**config.mk**
```make
export PLATFORM = sky130hd
export DESIGN_NAME = draw_sequencer_flat
export DESIGN_NICKNAME = d
export VERILOG_FILES = /design/src/rtl/view_pkg.sv /design/src/rtl/draw_sequencer_if.sv /design/src/rtl/layer_pixel_mux.sv /design/src/rtl/draw_sequencer.sv /design/src/flat_wrapper.sv
export SDC_FILE = /design/constraint.sdc
export NUM_CORES = 1
export LEC_CHECK = 0
export CAP_MARGIN = 20
export CORE_MARGIN = 3
export CORE_UTILIZATION = 35
export DETAILED_ROUTE_END_ITERATION = 12
export PLACE_DENSITY_LB_ADDON = 0.2
export SYNTH_ARGS = -nofsm -noshare
export SYNTH_HDL_FRONTEND = slang
export SYNTH_SLANG_ARGS = --single-unit
```
**constraint.sdc**
```tcl
create_clock -name clk -period 2.8 [get_ports clk]
set_clock_uncertainty 0.1 [all_clocks]
set_input_delay 0.56 -clock clk [delete_from_list [all_inputs] [get_ports clk]]
set_output_delay 0.56 -clock clk [all_outputs]
set_load 0.01 [all_outputs]
```
**src/rtl/view_pkg.sv**
```systemverilog
// Shared defaults and FSM state encoding for the layered draw sequencer.
package view_pkg;

   localparam int          DEF_NUM_LAYERS = 4;
   localparam int          DEF_X_W        = 9;
   localparam int          DEF_Y_W        = 8;
   localparam int          DEF_COLOR_W    = 12;
   localparam logic [11:0] DEF_KEY_COLOR  = 12'h000;
   localparam int          DEF_TIMEOUT    = 131071;

   typedef logic [2:0] state_t;

   localparam state_t S_IDLE   = 3'd0;
   localparam state_t S_SELECT = 3'd1;
   localparam state_t S_RUN    = 3'd2;
   localparam state_t S_NEXT   = 3'd3;
   localparam state_t S_FINISH = 3'd4;

endpackage

```
**src/rtl/draw_sequencer_if.sv**
```systemverilog
// Layer-drawer / VGA-adapter bundle of the draw sequencer. The sequencer
// uses the slave view; whatever feeds layers and consumes pixels uses master.
interface draw_sequencer_if #(
   parameter int NUM_LAYERS = view_pkg::DEF_NUM_LAYERS,
   parameter int X_W        = view_pkg::DEF_X_W,
   parameter int Y_W        = view_pkg::DEF_Y_W,
   parameter int COLOR_W    = view_pkg::DEF_COLOR_W
);

   logic                          frame_start;
   logic [NUM_LAYERS-1:0]         layer_mask;
   logic [NUM_LAYERS-1:0]         key_en;
   logic [NUM_LAYERS*X_W-1:0]     layer_x;
   logic [NUM_LAYERS*Y_W-1:0]     layer_y;
   logic [NUM_LAYERS*COLOR_W-1:0] layer_color;
   logic [NUM_LAYERS-1:0]         layer_we;
   logic [NUM_LAYERS-1:0]         layer_done;
   logic [NUM_LAYERS-1:0]         layer_enable;
   logic [X_W-1:0]                X_out;
   logic [Y_W-1:0]                Y_out;
   logic [COLOR_W-1:0]            Color_out;
   logic                          writeEn;
   logic                          busy;
   logic                          frame_done;
   logic                          overrun;
   logic                          timeout_err;

   modport master (
      output frame_start, layer_mask, key_en, layer_x, layer_y, layer_color,
             layer_we, layer_done,
      input  layer_enable, X_out, Y_out, Color_out, writeEn, busy, frame_done,
             overrun, timeout_err
   );

   modport slave (
      input  frame_start, layer_mask, key_en, layer_x, layer_y, layer_color,
             layer_we, layer_done,
      output layer_enable, X_out, Y_out, Color_out, writeEn, busy, frame_done,
             overrun, timeout_err
   );

endinterface

```
**src/rtl/layer_pixel_mux.sv**
```systemverilog
// Selects the active layer's pixel slice and flags colour-keyed pixels.
// An out-of-range index yields an all-zero, non-writing pixel.
module layer_pixel_mux
   import view_pkg::*;
#(
   parameter int                 NUM_LAYERS = DEF_NUM_LAYERS,
   parameter int                 X_W        = DEF_X_W,
   parameter int                 Y_W        = DEF_Y_W,
   parameter int                 COLOR_W    = DEF_COLOR_W,
   parameter logic [COLOR_W-1:0] KEY_COLOR  = DEF_KEY_COLOR,
   parameter int                 IDX_W      = $clog2(NUM_LAYERS + 1)
) (
   input  logic [IDX_W-1:0]              i_idx,
   input  logic [NUM_LAYERS*X_W-1:0]     i_layer_x,
   input  logic [NUM_LAYERS*Y_W-1:0]     i_layer_y,
   input  logic [NUM_LAYERS*COLOR_W-1:0] i_layer_color,
   input  logic [NUM_LAYERS-1:0]         i_layer_we,
   input  logic [NUM_LAYERS-1:0]         i_layer_done,
   input  logic [NUM_LAYERS-1:0]         i_key_en,
   output logic [X_W-1:0]                o_x,
   output logic [Y_W-1:0]                o_y,
   output logic [COLOR_W-1:0]            o_color,
   output logic                          o_we,
   output logic                          o_done,
   output logic                          o_keyed
);

   localparam int SEL_W = (NUM_LAYERS > 1) ? $clog2(NUM_LAYERS) : 1;

   logic [X_W-1:0]     w_x_arr [NUM_LAYERS];
   logic [Y_W-1:0]     w_y_arr [NUM_LAYERS];
   logic [COLOR_W-1:0] w_c_arr [NUM_LAYERS];
   logic [SEL_W-1:0]   w_sel;
   logic               w_valid;

   for (genvar gi = 0; gi < NUM_LAYERS; gi++) begin : g_slice
      assign w_x_arr[gi] = i_layer_x[gi*X_W +: X_W];
      assign w_y_arr[gi] = i_layer_y[gi*Y_W +: Y_W];
      assign w_c_arr[gi] = i_layer_color[gi*COLOR_W +: COLOR_W];
   end

   assign w_sel   = i_idx[SEL_W-1:0];
   assign w_valid = (i_idx < IDX_W'(NUM_LAYERS));

   always_comb begin
      o_x     = '0;
      o_y     = '0;
      o_color = '0;
      o_we    = 1'b0;
      o_done  = 1'b0;
      o_keyed = 1'b0;
      if (w_valid) begin
         o_x     = w_x_arr[w_sel];
         o_y     = w_y_arr[w_sel];
         o_color = w_c_arr[w_sel];
         o_we    = i_layer_we[w_sel];
         o_done  = i_layer_done[w_sel];
         // Key on the incoming colour so the decision is never a cycle stale.
         o_keyed = i_key_en[w_sel] && (w_c_arr[w_sel] == KEY_COLOR);
      end
   end

endmodule

```
**src/rtl/draw_sequencer.sv**
```systemverilog
// Steps through the masked drawing layers bottom-up, enabling one drawer at a
// time and forwarding its pixels to the VGA adapter with one cycle of latency.
module draw_sequencer
   import view_pkg::*;
#(
   parameter int                 NUM_LAYERS = DEF_NUM_LAYERS,
   parameter int                 X_W        = DEF_X_W,
   parameter int                 Y_W        = DEF_Y_W,
   parameter int                 COLOR_W    = DEF_COLOR_W,
   parameter logic [COLOR_W-1:0] KEY_COLOR  = DEF_KEY_COLOR,
   parameter int                 TIMEOUT    = DEF_TIMEOUT
) (
   input  logic             clk,
   input  logic             resetn,
   draw_sequencer_if.slave  bus
);

   localparam int IDX_W = $clog2(NUM_LAYERS + 1);
   localparam int SEL_W = (NUM_LAYERS > 1) ? $clog2(NUM_LAYERS) : 1;
   localparam int CNT_W = $clog2(TIMEOUT + 1);

   state_t                r_state;
   logic [IDX_W-1:0]      r_idx;
   logic [CNT_W-1:0]      r_cnt;
   logic [NUM_LAYERS-1:0] r_mask;
   logic [NUM_LAYERS-1:0] r_key;
   logic [X_W-1:0]        r_x;
   logic [Y_W-1:0]        r_y;
   logic [COLOR_W-1:0]    r_color;
   logic                  r_we;
   logic                  r_overrun;
   logic                  r_timeout_err;

   logic [X_W-1:0]        w_x;
   logic [Y_W-1:0]        w_y;
   logic [COLOR_W-1:0]    w_color;
   logic                  w_we;
   logic                  w_done;
   logic                  w_keyed;
   logic                  w_run;
   logic                  w_last;
   logic                  w_mask_bit;
   logic [CNT_W-1:0]      w_cnt_next;
   logic                  w_timeout;

   layer_pixel_mux #(
      .NUM_LAYERS (NUM_LAYERS),
      .X_W        (X_W),
      .Y_W        (Y_W),
      .COLOR_W    (COLOR_W),
      .KEY_COLOR  (KEY_COLOR),
      .IDX_W      (IDX_W)
   ) u_mux (
      .i_idx         (r_idx),
      .i_layer_x     (bus.layer_x),
      .i_layer_y     (bus.layer_y),
      .i_layer_color (bus.layer_color),
      .i_layer_we    (bus.layer_we),
      .i_layer_done  (bus.layer_done),
      .i_key_en      (r_key),
      .o_x           (w_x),
      .o_y           (w_y),
      .o_color       (w_color),
      .o_we          (w_we),
      .o_done        (w_done),
      .o_keyed       (w_keyed)
   );

   assign w_run      = (r_state == S_RUN);
   assign w_last     = (r_idx == IDX_W'(NUM_LAYERS));
   assign w_mask_bit = r_mask[r_idx[SEL_W-1:0]];
   // Saturating count; the layer is cut off in the cycle the count would reach TIMEOUT.
   assign w_cnt_next = (r_cnt == {CNT_W{1'b1}}) ? r_cnt : r_cnt + CNT_W'(1);
   assign w_timeout  = (w_cnt_next == CNT_W'(TIMEOUT));

   always_ff @(posedge clk or negedge resetn) begin
      if (!resetn) begin
         r_state       <= S_IDLE;
         r_idx         <= '0;
         r_cnt         <= '0;
         r_mask        <= '0;
         r_key         <= '0;
         r_overrun     <= 1'b0;
         r_timeout_err <= 1'b0;
      end else begin
         if (bus.frame_start && (r_state != S_IDLE))
            r_overrun <= 1'b1;
         case (r_state)
            S_IDLE: begin
               if (bus.frame_start) begin
                  r_mask  <= bus.layer_mask;
                  r_key   <= bus.key_en;
                  r_idx   <= '0;
                  r_state <= S_SELECT;
               end
            end
            S_SELECT: begin
               if (w_last)
                  r_state <= S_FINISH;
               else if (!w_mask_bit)
                  r_idx <= r_idx + IDX_W'(1);
               else
                  r_state <= S_RUN;
            end
            S_RUN: begin
               r_cnt <= w_cnt_next;
               if (w_done || w_timeout) begin
                  r_state <= S_NEXT;
                  if (!w_done)
                     r_timeout_err <= 1'b1;
               end
            end
            S_NEXT: begin
               r_cnt   <= '0;
               r_idx   <= r_idx + IDX_W'(1);
               r_state <= S_SELECT;
            end
            S_FINISH: r_state <= S_IDLE;
            default:  r_state <= S_IDLE;
         endcase
      end
   end

   always_ff @(posedge clk or negedge resetn) begin
      if (!resetn) begin
         r_x     <= '0;
         r_y     <= '0;
         r_color <= '0;
         r_we    <= 1'b0;
      end else begin
         if (w_run) begin
            r_x     <= w_x;
            r_y     <= w_y;
            r_color <= w_color;
         end
         r_we <= w_run && w_we && !w_keyed;
      end
   end

   assign bus.layer_enable = w_run ? (NUM_LAYERS'(1) << r_idx[SEL_W-1:0]) : '0;
   assign bus.X_out        = r_x;
   assign bus.Y_out        = r_y;
   assign bus.Color_out    = r_color;
   assign bus.writeEn      = r_we;
   assign bus.busy         = (r_state != S_IDLE);
   assign bus.frame_done   = (r_state == S_FINISH);
   assign bus.overrun      = r_overrun;
   assign bus.timeout_err  = r_timeout_err;

endmodule

```
**src/flat_wrapper.sv**
```systemverilog
// flat-port wrapper written by rule: the top's interface ports become plain ports
module draw_sequencer_flat import view_pkg::*;
#(
   parameter int                 NUM_LAYERS = DEF_NUM_LAYERS,
   parameter int                 X_W        = DEF_X_W,
   parameter int                 Y_W        = DEF_Y_W,
   parameter int                 COLOR_W    = DEF_COLOR_W,
   parameter logic [COLOR_W-1:0] KEY_COLOR  = DEF_KEY_COLOR,
   parameter int                 TIMEOUT    = DEF_TIMEOUT
)
  (clk, resetn, bus_frame_start, bus_layer_mask, bus_key_en, bus_layer_x, bus_layer_y, bus_layer_color, bus_layer_we, bus_layer_done, bus_layer_enable, bus_X_out, bus_Y_out, bus_Color_out, bus_writeEn, bus_busy, bus_frame_done, bus_overrun, bus_timeout_err);
  draw_sequencer_if #(.NUM_LAYERS(NUM_LAYERS), .X_W(X_W), .Y_W(Y_W), .COLOR_W(COLOR_W)) bus_i ();
  input  logic clk;
  input  logic resetn;
  input wire logic [$bits(bus_i.frame_start)-1:0] bus_frame_start;
  input wire logic [$bits(bus_i.layer_mask)-1:0] bus_layer_mask;
  input wire logic [$bits(bus_i.key_en)-1:0] bus_key_en;
  input wire logic [$bits(bus_i.layer_x)-1:0] bus_layer_x;
  input wire logic [$bits(bus_i.layer_y)-1:0] bus_layer_y;
  input wire logic [$bits(bus_i.layer_color)-1:0] bus_layer_color;
  input wire logic [$bits(bus_i.layer_we)-1:0] bus_layer_we;
  input wire logic [$bits(bus_i.layer_done)-1:0] bus_layer_done;
  output wire logic [$bits(bus_i.layer_enable)-1:0] bus_layer_enable;
  output wire logic [$bits(bus_i.X_out)-1:0] bus_X_out;
  output wire logic [$bits(bus_i.Y_out)-1:0] bus_Y_out;
  output wire logic [$bits(bus_i.Color_out)-1:0] bus_Color_out;
  output wire logic [$bits(bus_i.writeEn)-1:0] bus_writeEn;
  output wire logic [$bits(bus_i.busy)-1:0] bus_busy;
  output wire logic [$bits(bus_i.frame_done)-1:0] bus_frame_done;
  output wire logic [$bits(bus_i.overrun)-1:0] bus_overrun;
  output wire logic [$bits(bus_i.timeout_err)-1:0] bus_timeout_err;
  assign bus_i.frame_start = bus_frame_start;
  assign bus_i.layer_mask = bus_layer_mask;
  assign bus_i.key_en = bus_key_en;
  assign bus_i.layer_x = bus_layer_x;
  assign bus_i.layer_y = bus_layer_y;
  assign bus_i.layer_color = bus_layer_color;
  assign bus_i.layer_we = bus_layer_we;
  assign bus_i.layer_done = bus_layer_done;
  assign bus_layer_enable = bus_i.layer_enable;
  assign bus_X_out = bus_i.X_out;
  assign bus_Y_out = bus_i.Y_out;
  assign bus_Color_out = bus_i.Color_out;
  assign bus_writeEn = bus_i.writeEn;
  assign bus_busy = bus_i.busy;
  assign bus_frame_done = bus_i.frame_done;
  assign bus_overrun = bus_i.overrun;
  assign bus_timeout_err = bus_i.timeout_err;
  draw_sequencer #(.NUM_LAYERS(NUM_LAYERS), .X_W(X_W), .Y_W(Y_W), .COLOR_W(COLOR_W), .KEY_COLOR(KEY_COLOR), .TIMEOUT(TIMEOUT)) u_core (.clk(clk), .resetn(resetn), .bus(bus_i));
endmodule
```
==> impl_metrics.json, run 1 <==
{
  "status": "finished, final reports clean",
  "clkPwrFrac_pct": 18.8,
  "max_slew_margin_pct": 45.2,
  "cp_max_fo": 14,
  "finalSetupTns_ps": 0,
  "synth_commonest_cells": "dfrtp_1, mux4_2, a22o_1, nand2_1, nor2_1",
  "row_count": 37,
  "dp.final_hpwl_um": 9610,
  "cts_setup_buffers": 0,
  "setup.worst_path.start_class": "flip-flop",
  "leakage_uw": 0.00234,
  "cp.required_ps": 2140,
  "reg2reg_to": "u_core.bus.timeout_err$_DFFE_PN0P_",
  "synth.distinct_cells": 53,
  "synth_edf_count": 0,
  "antenna_found_initial": 0,
  "netSwitchingFraction_pct": 35.2,
  "rr_worst_depth": 6,
  "final-hold-violation-count": 0,
  "ys_ff_latch": 63,
  "grt_max_degree": 35,
  "period_needed_ps": 2650,
  "r2r-start": "u_core.r_cnt[2]$_DFFE_PN0P_",
  "routed_via_density": 5.55,
  "fmax_mhz": 377,
  "power_density_nw_per_um2": 806,
  "yosysWarnings": 0,
  "clkSlewWorstSetupHoldPaths_ps": 70,
  "async_flop_share_pct": 100,
  "max_slew.worst_pin.slew_ps": 823,
  "p_int_uw": 3130,
  "final_core_util_pct": 56.7,
  "wl_per_cell_um": 19.0,
  "drtAntennaViolNets": 0,
  "place_ws_ps": 356,
  "synthFlopType": "dfrtp_1",
  "ctsResizeCount": 0,
  "setup_violations": 0,
  "syn_nets": 483,
  "hold_class": "in2async",
  "drive_gt1_share_pct": 15.8,
  "ioPinCount": 173,
  "syn_area_per_cell_sq_um": 11.4,
  "power_uw": 4820,
  "core_sq_um": 10600,
  "crit_chain": "inv_1, ha_1, and3_1, clkdlybuf4s50_1",
  "rrSetupSlack_ps": 360,
  "start_util_pct": 36.9,
  "grt_pass1_wl_um": 19800,
  "ctsRootBufferMaster": "clkbuf_8",
  "track_usage_pct": 19.7,
  "ir_drop_mv": 0.361,
  "path_buf_inv": 2,
  "cp-end-kind": "output pin",
  "syn2layout_area_growth_pct": 53.8,
  "syn-cell-area_sq_um": 3890,
  "path_class": "reg2out",
  "fin_nets": 649,
  "grt-ovfl-total": 0,
  "clock_sinks": 63,
  "netlist.area_leader.share_pct": 40.5,
  "slew_violations": 0,
  "stdcell_count": 650,
  "wl_um": 12400,
  "grt_pass1_vias": 3736,
  "ys_seq_area_share_pct": 40.5,
  "vias": 3605,
  "worstPathArrival_ps": 1990,
  "die_area_sq_um": 12400,
  "cts_hold_buf": 0,
  "clockBufferDepth": 2,
  "ys_top_cells_by_area": "dfrtp_1, mux4_2, a22o_1",
  "yosysMostFrequentCell": "dfrtp_1",
  "netlist_instances": 343,
  "clk_latency_ps": 330,
  "synth_top_area_cell": "dfrtp_1",
  "dr.pass1.iters": 5,
  "rsz0062_at_grt": "false",
  "routabilityCongestion": 0.898,
  "die_x_um": 111,
  "placedCellCount": 634,
  "cp_slowest_cell": "dfrtp_2",
  "drv_cap": 0,
  "seqPwrFrac_pct": 31.6,
  "drcViolationCount": 0,
  "antennaDiodeCount": 0,
  "setup_ws_ps": 145,
  "die_h_um": 111,
  "cts_tree": "done",
  "timing.final.crit_share_pct": 94.8,
  "p_sw_uw": 1700,
  "cp_top_family": "buffers and inverters",
  "drtIter0Drc": 214,
  "portBuffers": 172,
  "critPathMaxStageDelay_ps": 600,
  "h-tree-depth": 3,
  "p_comb_share_pct": 49.6,
  "cts_buffers": 9
}
worst reg2reg max path, stage by stage, from the launching register on:
cell and delay [ps]:
dfrtp_1 490, nand4_2 190, or2_1 360, or4_1 430
a211oi_1 430, o22ai_1 160, o31ai_2 190
worst max-delay path by stage:
stage | from | cells past startpoint | to
3_5_place_dp | bus_layer_color[1] | 5 | u_core.bus.writeEn$_DFF_PN0_
6_report | u_core.r_idx[0]$_DFFE_PN0P_ | 4 | bus_layer_enable[0]
2_1_floorplan | u_core.r_idx[1]$_DFFE_PN0P_ | 10 | u_core.r_idx[2]$_DFFE_PN0P_
3_3_place_gp | bus_layer_color[37] | 5 | u_core.bus.writeEn$_DFF_PN0_
4_1_cts | u_core.r_idx[0]$_DFFE_PN0P_ | 4 | bus_layer_enable[0]
5_1_grt | u_core.r_idx[0]$_DFFE_PN0P_ | 4 | bus_layer_enable[0]
cell type report:
type	instances	area [sq um]
Fill cell	932	4570
Multi-Input combinational cell	235	2110
Timing Repair Buffer	186	1850
Sequential cell	63	1580
Tap cell	136	170
Clock buffer	11	151
Clock inverter	5	78.8
Inverter	14	52.6
state kept, by name, summed over array words and instances, names as in the netlist:
signal                  count
u_core.bus.Color_out       12
u_core.bus.X_out            9
u_core.bus.Y_out            8
u_core.r_mask               4
u_core.bus.overrun          1
u_core.r_idx                3
u_core.r_state              3
u_core.bus.timeout_err      1
u_core.r_key                4
u_core.r_cnt               17
u_core.bus.writeEn          1
metrics by stage:
step                      hold WS [ps]  instance area (sq um)
after detailed placement           347                   5760
after CTS                          201                   5990
after global routing               230                   5990
after floorplan                    164                   3890
final                              177                   5990
after global placement             337                   5760
logic make-up (layout without fill, tap and decap cells):
family                     after synthesis  count (layout)  share of synthesized area [%]
xor gates and xnor gates                 6               6                           1.35
muxes                                   46              46                           22.7
AOI/OAI and AO/OA                       90              90                           16.5
DFF                                     63              63                           40.5
and+or+nand+nor                         88              88                           12.0
buffers and inverters                   45             216                           5.36
adders and majority gates                5               5                           1.61
layer usage:
metal | global-route usage (%) | routed length (um)
met1 | 26.3 | 5020
met4 | 3.65 | 78
met5 | 0 | 0
met3 | 4.13 | 850
met2 | 33.6 | 6410
power groups by stage:
stage	combinational, uW	sequential [uW]	clock, uW
floorplan	1400	1490	0
global placement	2380	1530	0
detailed placement	2420	1530	0
CTS	2420	1520	934
global route	2600	1580	975
finish	2390	1520	909
placed cells by master (no fill, tap or decap), types with 5 or more instances in the layout:
cell and n:
mux2_2 9, a22o_1 29, clkdlybuf4s50_1 171, mux4_2 33, clkbuf_8 11, nor3_1 10
nand2_1 22, nor2_1 17, inv_1 14, ha_1 5, o21ai_0 14, a21oi_1 14
dfrtp_1 62, xnor2_1 6, nand3_1 9, a211oi_1 6, buf_4 12
No activity file was read; power rests on OpenSTA's default activity.
==> run 2: changes to the inputs <==
PLACE_DENSITY = 0.68   (was unset)
PLACE_DENSITY_LB_ADDON = unset   (was 0.2)
SYNTH_HIERARCHICAL = 1   (was unset)
==> impl_metrics.json, run 2 <==
{
  "status": "finished, final reports clean",
  "antennaDiodeCount": 0,
  "die_x_um": 115,
  "cts_tree": "done",
  "clk_latency_ps": 330,
  "syn_area_per_cell_sq_um": 9.90,
  "antenna_found_initial": 0,
  "syn-cell-area_sq_um": 4130,
  "h-tree-depth": 3,
  "track_usage_pct": 19.8,
  "leakage_uw": 0.00260,
  "routabilityCongestion": 0.899,
  "async_flop_share_pct": 100,
  "setup.worst_path.start_class": "flip-flop",
  "largest_reg_flops": 17,
  "max_slew_margin_pct": 55.6,
  "drtIter0Drc": 180,
  "period_needed_ps": 2530,
  "portBuffers": 172,
  "setup_violations": 0,
  "top_register": "u_core/r_cnt",
  "row_count": 39,
  "cts_buffers": 9,
  "grt-ovfl-total": 0,
  "syn_nets": 557,
  "cp.required_ps": 2140,
  "vias": 3823,
  "hold_slack_ps": 166,
  "die_area_sq_um": 13100,
  "ctsRootBufferMaster": "clkbuf_16",
  "start_util_pct": 36.0,
  "worstPathArrival_ps": 1870,
  "netlist.area_leader.share_pct": 38.2,
  "cp-end-kind": "output pin",
  "rr_worst_depth": 7,
  "synth.distinct_cells": 54,
  "yosysWarnings": 6,
  "ioPinCount": 173,
  "mostFrequentLayoutCell": "clkdlybuf4s50_1",
  "timing.final.crit_share_pct": 90.4,
  "synth_top_area_cell": "dfrtp_1",
  "clkSlewWorstSetupHoldPaths_ps": 60,
  "path_class": "reg2out",
  "rsz0062_at_grt": "false",
  "syn2layout_area_growth_pct": 53.2,
  "rrSetupSlack_ps": 420,
  "ir_drop_mv": 0.491,
  "fin_nets": 722,
  "die_h_um": 115,
  "drcViolationCount": 0,
  "slew_violations": 0,
  "synth_edf_count": 0,
  "clock_sinks": 63,
  "clockBufferDepth": 2,
  "yosysMostFrequentCell": "nand2_1",
  "synth_commonest_cells": "nand2_1, dfrtp_1, mux4_2, nor2b_1",
  "r2r-start": "u_core/r_cnt[0]$_DFFE_PN0P_",
  "finalSetupTns_ps": 0,
  "cts_hold_buf": 0,
  "drive_gt1_share_pct": 14.0,
  "grt_max_degree": 37,
  "fmax_mhz": 395,
  "reg2reg_to": "u_core/bus.timeout_err$_DFFE_PN0P_",
  "ys_seq_area_share_pct": 38.2,
  "cp_max_fo": 10,
  "most-common-layout-cells": "clkdlybuf4s50_1, nand2_1, dfrtp_1, mux4_2, nor2b_1",
  "wl_um": 12900,
  "routed_via_density": 5.24,
  "grt_pass1_wl_um": 20400,
  "grt_pass1_vias": 4055,
  "synthFlopType": "dfrtp_1",
  "dp.final_hpwl_um": 10200,
  "wl_per_cell_um": 17.6,
  "power_density_nw_per_um2": 840,
  "cts_setup_buffers": 0,
  "ctsResizeCount": 0,
  "hold_class": "in2async",
  "core_sq_um": 11500,
  "netlist_instances": 417,
  "max_slew.worst_pin.slew_ps": 665,
  "dr.pass1.iters": 4,
  "final-hold-violation-count": 0,
  "ys_top_cells_by_area": "dfrtp_1, mux4_2, nand2_1",
  "drv_cap": 0,
  "drtAntennaViolNets": 0,
  "ys_ff_latch": 63
}
[run 2: how the worst max path moves through the flow]
stage	depth (start not counted)	from	to	slack, ps
floorplan	7	u_core/r_idx[0]$_DFFE_PN0P_	u_core/r_state[0]$_DFFE_PN0P_	630
global route	4	u_core/r_state[2]$_DFFE_PN0P_	bus_layer_enable[3]	170
detailed placement	7	u_core/r_cnt[0]$_DFFE_PN0P_	u_core/bus.timeout_err$_DFFE_PN0P_	460
finish	4	u_core/r_idx[0]$_DFFE_PN0P_	bus_layer_enable[0]	270
global placement	5	bus_layer_color[6]	u_core/bus.writeEn$_DFF_PN0_	510
CTS	4	u_core/r_idx[0]$_DFFE_PN0P_	bus_layer_enable[0]	240
[run 2: routing by layer]
metal	vias up	GRT usage (%)	part of all wire [%]
li1	1821	-	-
met1	1822	23.8	39
met2	156	34.1	52
met3	24	5.66	7.3
met4	0	6.10	2.4
met5	-	0	0
[run 2: where the power goes]
part           switching, uW  total [uW]  internal (uW)
combinational           1180        2600           1420
sequential               250        1480           1230
clock                    435        1220            790
total                   1870        5310           3440
[run 2: cell type report]
cell class / count / area, sq um
clock buffers: 9 / 225
well taps: 143 / 179
multi-input cells: 316 / 2380
inverters: 9 / 33.8
flip-flops and latches: 63 / 1580
fillers: 1009 / 5140
clock inverters: 7 / 104
repair buffers: 183 / 1820
[run 2: worst max-delay path: stages, from the launching register on]
cell             delay [ps]
dfrtp_2                 540
inv_1                   130
ha_1                    250
and2_1                  140
clkdlybuf4s50_1         470
[run 2: stage by stage]
step | util, % | setup slack [ps] | instance area (sq um) | std cells | total power, uW
after floorplan | - | 630 | 4130 | 417 | 3040
after global placement | 52.3 | 515 | 5990 | 714 | 4070
after detailed placement | 52.3 | 458 | 5990 | 714 | 4110
after CTS | 55.1 | 239 | 6320 | 730 | 5370
after global routing | 55.1 | 172 | 6320 | 730 | 5660
final | 55.1 | 270 | 6320 | 730 | 5310
[run 2: cell families (layout without fill, tap and decap cells)]
group | after synthesis | after routing | share of synthesized area (%)
buffers and inverters | 38 | 208 | 4.21
muxes | 43 | 43 | 20.7
and+or+nand+nor | 209 | 209 | 25.9
xor gates and xnor gates | 3 | 3 | 0.637
AOI/OAI and AO/OA | 56 | 56 | 8.88
DFF | 63 | 63 | 38.2
adders and majority gates | 5 | 5 | 1.52
==> run 3: changes to the inputs <==
CTS_BUF_LIST = sky130_fd_sc_hd__clkbuf_8   (was unset)
PLACE_DENSITY = 0.7   (was 0.68)
clock period = 2.1 ns   (was 2.8 ns; I/O delays follow)
==> impl_metrics.json, run 3 (synthesis results as in run 2) <==
{
  "whs_endpoint": "u_core/bus.overrun$_DFFE_PN0P_",
  "dr.pass1.iters": 4,
  "dp.final_hpwl_um": 10800,
  "drtAntennaViolNets": 0,
  "track_usage_pct": 20.6,
  "rsz0062_at_grt": "true",
  "setup_violations": 0,
  "die_x_um": 115,
  "power_density_nw_per_um2": 1060,
  "mostFrequentLayoutCell": "clkdlybuf4s50_1",
  "clockBufferDepth": 2,
  "cp_max_fo": 9,
  "row_count": 39,
  "antennaDiodeCount": 0,
  "drv_cap": 0,
  "top_register": "u_core/r_cnt",
  "drive_gt1_share_pct": 23.7,
  "wl_um": 13600,
  "fin_nets": 771,
  "slew_violations": 0,
  "hold_path.startpoint": "u_core/bus.overrun$_DFFE_PN0P_",
  "grt-ovfl-total": 0,
  "max_slew_margin_pct": 59.5,
  "reg2reg_to": "u_core/r_state[0]$_DFFE_PN0P_",
  "die_area_sq_um": 13100,
  "leakage_uw": 0.00282,
  "portBuffers": 172,
  "cts_tree": "done",
  "rrSetupSlack_ps": 40,
  "ir_drop_mv": 0.497,
  "worstPathArrival_ps": 2180,
  "ctsRootBufferMaster": "clkbuf_8",
  "num-fill-cells": 984,
  "path_class": "reg2reg",
  "clkSlewWorstSetupHoldPaths_ps": 90,
  "core_sq_um": 11500,
  "rr_worst_depth": 7,
  "period_needed_ps": 2060,
  "start_util_pct": 36.0,
  "routed_via_density": 5.26,
  "grt_pass1_vias": 4259,
  "cp-end-kind": "flip-flop",
  "timing.final.crit_share_pct": 98.0,
  "grt_max_degree": 32,
  "max_slew.worst_pin.slew_ps": 607,
  "hold_class": "reg2reg",
  "hold_depth": 1,
  "most-common-layout-cells": "clkdlybuf4s50_1, nand2_1, dfrtp_1, buf_4, mux4_2",
  "placed_area_sq_um": 6300,
  "clock_sinks": 63,
  "routabilityCongestion": 0.934,
  "r2r-start": "u_core/r_idx[0]$_DFFE_PN0P_",
  "grt_pass1_wl_um": 21000,
  "h-tree-depth": 3,
  "cts_buffers": 9,
  "status": "finished, final reports clean",
  "finalSetupTns_ps": 0,
  "wl_per_cell_um": 17.5,
  "drtIter0Drc": 251,
  "ioPinCount": 173,
  "syn2layout_area_growth_pct": 62.4,
  "drcViolationCount": 0,
  "largest_reg_flops": 17,
  "antenna_found_initial": 0,
  "final-hold-violation-count": 0,
  "die_h_um": 115,
  "fmax_mhz": 486,
  "setup.worst_path.start_class": "flip-flop",
  "cp.required_ps": 2220,
  "vias": 4100,
  "postLayoutCellArea_sq_um": 6700,
  "clk_latency_ps": 350
}
run 3: cell count changes in the layout (fill, tap and decap cells not counted), sizes merged:
cell           change
clkinvlp           +1
clkinv             -1
clkdlybuf4s15      +2
dlygate4sd2        +3
clkbuf             +1
dlygate4sd3        +1
buf               +48
clkdlybuf4s50      -6
run 3: worst max path at each step:
stage | from | cells past startpoint | slack (ps) | end
6_report | u_core/r_idx[0]$_DFFE_PN0P_ | 7 | 40 | u_core/r_state[0]$_DFFE_PN0P_
5_1_grt | u_core/r_cnt[2]$_DFFE_PN0P_ | 6 | -40 | u_core/bus.timeout_err$_DFFE_PN0P_
4_1_cts | u_core/r_cnt[4]$_DFFE_PN0P_ | 7 | 0.6 | u_core/r_state[0]$_DFFE_PN0P_
3_5_place_dp | bus_layer_color[28] | 5 | -190 | u_core/bus.writeEn$_DFF_PN0_
3_3_place_gp | bus_layer_color[28] | 5 | -190 | u_core/bus.writeEn$_DFF_PN0_
2_1_floorplan | u_core/r_idx[0]$_DFFE_PN0P_ | 7 | 30 | u_core/r_state[0]$_DFFE_PN0P_
run 3: layout make-up:
class | instances | area [sq um] | area share (%)
multi-input cells | 316 | 2450 | 36.6
repair buffers | 232 | 2220 | 33.2
inverters | 9 | 33.8 | 0.504
clock inverters | 7 | 105 | 1.57
flip-flops and latches | 63 | 1580 | 23.6
clock buffers | 9 | 124 | 1.85
well taps | 143 | 179 | 2.67
run 3: repair_timing:
| item | CTS | global route |
|---|---|---|
| endpoints found under the hold margin | 20 | 0 |
| gates resized for setup | 19 | 16 |
| hold buffers | 1 | 0 |
| pin swaps | 1 | 5 |
| setup endpoints to repair | 8 | 9 |
| setup buffers | 2 | 9 |
run 3: routing by layer:
layer | GRT usage, % | share of wire [%]
met1 | 24.7 | 39
met2 | 36.7 | 53
met3 | 4.81 | 7.1
met4 | 5.94 | 1.5
met5 | 0 | 0
run 3: critical path, stage by stage (launching register included):
cell and delay [ps]:
dfrtp_2 400, buf_4 130, buf_12 140, mux4_2 550, nor2b_1 190, a211oi_2 220, a211o_1 140, o31ai_2 60
run 3: power breakdown:
| part | total [uW] | internal [uW] | switching (uW) |
|---|---|---|---|
| clock | 1220 | 684 | 540 |
| combinational | 3920 | 2190 | 1740 |
| sequential | 1930 | 1640 | 288 |
run 3: stage by stage:
stage                     setup WS (ps)  std cells  utilization (%)  hold WS [ps]  power [uW]
after CTS                         0.557        770             57.4           367        7030
after detailed placement           -191        751             54.9           348        5700
after global placement             -195        751             54.9           340        5620
after floorplan                    28.1        417                -          24.4        4060
after global routing              -44.7        779             58.4           395        7580
final                              42.7        779             58.4           361        7080
